File: src/rtl/div_unit.sv
// div_unit: multi-cycle radix-2 restoring divider for DIV/DIVU.
// Result is packed {remainder, quotient} for the HI/LO registers.
// Optional feature: define DIV_EARLY_OUT_EN to finish immediately when
// |dividend| < |divisor| (same result, shorter latency).
module div_unit #(
   parameter int unsigned DATA_W = 32,
   parameter int unsigned CNT_W  = 6
) (
   input  logic                clk,
   input  logic                resetn,
   input  logic                div_start,
   input  logic                div_signed,
   input  logic                div_annul,
   input  logic [DATA_W-1:0]   div_opdata1,
   input  logic [DATA_W-1:0]   div_opdata2,
   output logic                div_ready,
   output logic [2*DATA_W-1:0] div_result,
   output logic                div_busy
);

   typedef enum logic [1:0] {IDLE, ZERO, BUSY, DONE} state_e;

   state_e              state_q, state_d;
   logic [CNT_W-1:0]    cnt_q, cnt_d;
   logic [DATA_W-1:0]   rem_q, rem_d;
   logic [DATA_W-1:0]   quo_q, quo_d;
   logic [DATA_W-1:0]   dvs_q, dvs_d;
   logic                negq_q, negq_d;
   logic                negr_q, negr_d;
   logic                sgn_q, sgn_d;
   logic                ready_q, ready_d;
   logic                busy_q, busy_d;
   logic [2*DATA_W-1:0] result_q, result_d;

   logic                a_neg_c, b_neg_c;
   logic [DATA_W-1:0]   a_abs_c, b_abs_c;
   logic                early_c, abort_c, last_c;
   logic [DATA_W:0]     shift_c, diff_c;
   logic                qbit_c;
   logic [DATA_W-1:0]   step_rem_c, step_quo_c;
   logic [DATA_W-1:0]   fin_rem_c, fin_quo_c;

   // Operand magnitudes; only signed operations take the absolute value
   assign a_neg_c = div_signed & div_opdata1[DATA_W-1];
   assign b_neg_c = div_signed & div_opdata2[DATA_W-1];
   assign a_abs_c = a_neg_c ? -div_opdata1 : div_opdata1;
   assign b_abs_c = b_neg_c ? -div_opdata2 : div_opdata2;

`ifdef DIV_EARLY_OUT_EN
   assign early_c = (a_abs_c < b_abs_c);
`else
   assign early_c = 1'b0;
`endif

   // Annul wins over start; a dropped start also abandons the operation
   assign abort_c = div_annul | ~div_start;
   assign last_c  = (cnt_q == CNT_W'(DATA_W - 1));

   // One restoring step on the {partial remainder, dividend} pair, DATA_W+1 bit trial subtract
   assign shift_c    = {rem_q, quo_q[DATA_W-1]};
   assign diff_c     = shift_c - {1'b0, dvs_q};
   assign qbit_c     = ~diff_c[DATA_W];
   assign step_rem_c = qbit_c ? diff_c[DATA_W-1:0] : shift_c[DATA_W-1:0];
   assign step_quo_c = {quo_q[DATA_W-2:0], qbit_c};
   assign fin_quo_c  = (sgn_q & negq_q) ? -step_quo_c : step_quo_c;
   assign fin_rem_c  = (sgn_q & negr_q) ? -step_rem_c : step_rem_c;

   // State register
   always_ff @(posedge clk or negedge resetn) begin
      if (!resetn) state_q <= IDLE;
      else         state_q <= state_d;
   end

   // Next-state decode
   always_comb begin
      state_d = state_q;
      case (state_q)
         IDLE: begin
            if (div_start && !div_annul) begin
               if (div_opdata2 == '0) state_d = ZERO;
               else if (early_c)      state_d = DONE;
               else                   state_d = BUSY;
            end
         end
         ZERO:    state_d = abort_c ? IDLE : DONE;
         BUSY: begin
            if (abort_c)     state_d = IDLE;
            else if (last_c) state_d = DONE;
         end
         DONE:    state_d = IDLE;
         default: state_d = IDLE;
      endcase
   end

   // Datapath and output next values, keyed on the current and next state
   always_comb begin
      cnt_d    = cnt_q;
      rem_d    = rem_q;
      quo_d    = quo_q;
      dvs_d    = dvs_q;
      negq_d   = negq_q;
      negr_d   = negr_q;
      sgn_d    = sgn_q;
      result_d = result_q;
      ready_d  = (state_d == DONE);
      busy_d   = (state_d != IDLE);
      case (state_q)
         IDLE: begin
            if (state_d != IDLE) begin
               cnt_d  = '0;
               rem_d  = '0;
               quo_d  = a_abs_c;
               dvs_d  = b_abs_c;
               negq_d = a_neg_c ^ b_neg_c;
               negr_d = a_neg_c;
               sgn_d  = div_signed;
               if (state_d == DONE) result_d = {div_opdata1, DATA_W'(0)};
            end
         end
         ZERO: begin
            if (state_d == DONE) result_d = '0;
         end
         BUSY: begin
            if (state_d != IDLE) begin
               cnt_d = cnt_q + CNT_W'(1);
               rem_d = step_rem_c;
               quo_d = step_quo_c;
               if (state_d == DONE) result_d = {fin_rem_c, fin_quo_c};
            end
         end
         default: ;
      endcase
   end

   // Datapath and output registers
   always_ff @(posedge clk or negedge resetn) begin
      if (!resetn) begin
         cnt_q    <= '0;
         rem_q    <= '0;
         quo_q    <= '0;
         dvs_q    <= '0;
         negq_q   <= 1'b0;
         negr_q   <= 1'b0;
         sgn_q    <= 1'b0;
         result_q <= '0;
         ready_q  <= 1'b0;
         busy_q   <= 1'b0;
      end else begin
         cnt_q    <= cnt_d;
         rem_q    <= rem_d;
         quo_q    <= quo_d;
         dvs_q    <= dvs_d;
         negq_q   <= negq_d;
         negr_q   <= negr_d;
         sgn_q    <= sgn_d;
         result_q <= result_d;
         ready_q  <= ready_d;
         busy_q   <= busy_d;
      end
   end

   assign div_ready  = ready_q;
   assign div_result = result_q;
   assign div_busy   = busy_q;

endmodule

File: config.mk
export PLATFORM = sky130hd
export DESIGN_NAME = div_unit
export DESIGN_NICKNAME = d
export VERILOG_FILES = /design/src/rtl/div_unit.sv
export SDC_FILE = /design/constraint.sdc
export NUM_CORES = 1
export LEC_CHECK = 0
export ABC_CLOCK_PERIOD_IN_PS = 4950
export CORE_ASPECT_RATIO = 2
export CORE_UTILIZATION = 52
export DETAILED_ROUTE_END_ITERATION = 10
export GPL_ROUTABILITY_DRIVEN = 0
export PLACE_DENSITY = 0.75
export RECOVER_POWER = 25
export SLEW_MARGIN = 20
export SYNTH_ARGS = -nofsm -noshare
export SYNTH_HDL_FRONTEND = slang
export SYNTH_SLANG_ARGS = --single-unit
export TNS_END_PERCENT = 1
File: constraint.sdc
create_clock -name clk -period 4.95 [get_ports clk]
set_input_delay 0.7425 -clock clk [delete_from_list [all_inputs] [get_ports clk]]
set_output_delay 0.7425 -clock clk [all_outputs]
set_load 0.005 [all_outputs]
==> results.json <==
{
  "status": "finished, violations left",
  "violations": "max-capacitance violations, max-slew violations",
  "swShare_pct": 44.26,
  "areaGrowthSynthToFinish_pct": 19.15,
  "die_w_um": 110.6,
  "synth.distinct_cells": 64,
  "worstSkewPairLatency_ns": 0.44,
  "cts_sinks": 173,
  "rsz0062_at_grt": "false",
  "portBuffers": 134,
  "critPathCaptureType": "flip-flop",
  "hold_buffers": 0,
  "ys_top_cells_by_area": "dfrtp_1, o21ai_0, a21oi_1",
  "yosys.area.top_type": "dfrtp_1",
  "seq_area_mm2": 0.004329,
  "diodes": 0,
  "setup_tns_ns": 0,
  "yosys_most_used_dff": "dfrtp_1",
  "grt_max_degree": 110,
  "cts-resized-gates": 0,
  "dieArea_mm2": 0.02424,
  "power_per_cell_area_mw_per_mm2": 539.4,
  "grt_pass1_wl_um": 55340,
  "via_per_inst": 5.918,
  "hold_viol": 0,
  "cts_made_buffers": 17,
  "dp_hpwl_um": 26590,
  "finalNonFillerCells": 1941,
  "async_flop_share_pct": 100.0,
  "io_pins": 135,
  "ant_nets": 0,
  "yosys_warnings": 0,
  "tightest_slew_ns": 2.750,
  "p_int_mw": 4.393,
  "synth_nets": 1655,
  "grtUsageTotal_pct": 28.63,
  "ys_ff_latch": 173,
  "fmax_mhz": 215.1,
  "relSlewSlack_pct": -83.32,
  "yosys-top-cells-count": "nand2_1, o21ai_0, dfrtp_1",
  "synth-seq-area-share_pct": 35.30,
  "yosysTopAreaCellShare_pct": 35.30,
  "fp-row-count": 79,
  "dieHeight_um": 219.2,
  "pwr-share-clk_pct": 18.2,
  "post_dp_cell_area_mm2": 0.01398,
  "postCtsSetupBuffers": 0,
  "cts_tree": "built",
  "first_global_vias": 11210,
  "clockRootBuffer": "clkbuf_16",
  "clk_pin_slew_ns": 0.07,
  "drtIter0Drc": 818,
  "start_util_pct": 52.80,
  "power_mw": 7.882,
  "nNetsFinal": 1755,
  "seqPwrFrac_pct": 28.7,
  "power_switching_mw": 3.489,
  "setup_viol": 0,
  "fillers": 2024,
  "drt_pass1_iterations": 5,
  "period_needed_ns": 4.650,
  "vias": 11490,
  "fin_skew_ns": 0.009582,
  "clock_path_buffers": 2,
  "drc": 0,
  "fin_crit_sh_pct": 93.94,
  "syn_avg_cell_area_um2": 7.939,
  "synth_most_common_cell": "nand2_1",
  "hold_class": "reg -> reg",
  "cap_violations": 1,
  "synth_edf_count": 0,
  "multiInputGateArea_mm2": 0.007440,
  "startpoint_type": "flip-flop",
  "p_comb_share_pct": 53.1,
  "slew_viol_final": 110,
  "ir_drop_uv": 436.5,
  "fin_area_mm2": 0.01461,
  "worstSetupPathType": "reg -> reg",
  "htree_levels": 4,
  "worstPathMaxFanout": 6,
  "routedWlPerCell_um": 17.55,
  "antenna_found_initial": 0,
  "leakage_nw": 6.141,
  "netlist_area_mm2": 0.01227,
  "worstPathRequired_ns": 5.31,
  "overflow": 0,
  "synthCells": 1545,
  "core_region_area_mm2": 0.02323,
  "crit_arrival_ns": 5.01,
  "drt-total-wl_um": 34070,
  "placedCellCount": 1909,
  "drive_above_1_share_pct": 5.368
}
## registers in the layout, indices dropped and copies added (netlist names)
name,flops
state_q,2
cnt_q,6
sgn_q,1
negr_q,1
div_result,64
quo_q,32
rem_q,32
div_busy,1
negq_q,1
dvs_q,32
div_ready,1
## cells in the final DEF, fill, tap and decap left out, types with 5 or more instances in the layout
cell             count
and2_1              13
nor2_1             137
nand2b_1            10
a31oi_1             10
inv_1               62
o41ai_1             11
o21ai_1              6
nand2_1            212
a211oi_1             7
nand3_1             12
o21bai_1             5
a22o_1               6
buf_4               23
clkdlybuf4s50_1    133
a21oi_1            171
dfrtp_1            173
nor2b_1              7
or4_1               11
xnor2_1             72
xor2_1              78
buf_12               6
nor3b_1             24
a32oi_1              9
nand4_1              7
mux2i_1             22
clkbuf_16           17
o211ai_1             6
a21o_1               9
nor4_1              13
or3_1               19
o21ai_0            182
ha_1                39
o31ai_1             33
o211a_1              5
nor3_1              32
clkbuf_8             5
## critical path: stages, from the launching register on
cell      delay [ns]
dfrtp_1         0.42
inv_1           0.08
ha_1            0.23
fa_1            0.39
nand2b_1        0.21
a211oi_4        0.35
nand2b_1        0.22
xor2_1          0.16
or4_1           0.58
or4b_4          0.58
o41ai_4         0.38
nand3_2         0.24
nor4_2          0.36
nand4_1         0.14
a32oi_1         0.22
## power by group through the flow
| stage | logic [mW] | registers [mW] | clock network, mW |
|---|---|---|---|
| detailed placement | 4.15 | 2.28 | 0 |
| global route | 4.65 | 2.31 | 1.50 |
| finish | 4.18 | 2.26 | 1.44 |
| floorplan | 2.80 | 2.19 | 0 |
| global placement | 4.04 | 2.27 | 0 |
| CTS | 4.17 | 2.26 | 1.45 |
## area by class of cell
type	count	share of cell area [%]
clock inverter	9	0.8990
sequential	173	29.62
clock buffer	23	3.408
inverter	62	1.592
tap	283	2.423
multi-input combinational	1228	50.91
timing repair buffer	163	11.15
## cell families after synthesis
logic type      after synthesis  synth area share [%]
simple gates                520                 19.58
compound gates              492                 23.60
flops                       173                 35.30
xor+xnor                    150                 10.71
buf+inv                     144                 4.509
fa+ha+maj                    41                 4.244
mux                          25                 2.071
## layer usage
layer,vias to the layer above,GRT usage (%),wire length [um]
met3,125,2.900,1021
met2,329,54.47,18290
met5,-,0,0
met1,5396,28.67,12510
li1,5636,-,-
met4,0,20.58,2242
## metrics by stage
step	utilization (%)	setup slack, ns	hold WS, ns
floorplan	-	0.08401	0.4469
global placement	60.17	0.3938	0.4591
detailed placement	60.17	0.2384	0.4681
CTS	62.88	0.1724	0.4669
global route	62.91	0.06499	0.4984
finish	62.91	0.3000	0.4753
## final timing paths
path | start | endpoint | slack [ns] | depth (start not counted)
worst max-delay path | quo_q[31]$_DFFE_PN0P_ | div_result[63]$_DFFE_PN0P_ | 0.30 | 14
worst min-delay path | div_result[11]$_DFFE_PN0P_ | div_result[11]$_DFFE_PN0P_ | 0.48 | 2
worst max register to register | quo_q[31]$_DFFE_PN0P_ | div_result[63]$_DFFE_PN0P_ | 0.30 | 14
worst min register to register | div_result[11]$_DFFE_PN0P_ | div_result[11]$_DFFE_PN0P_ | 0.48 | 2
max in group asynchronous | resetn | div_result[61]$_DFFE_PN0P_ | 2.12 | 2
min in group asynchronous | resetn | dvs_q[0]$_DFFE_PN0P_ | 1.11 | 1
Note: power is estimated with default switching activity, not from simulation.
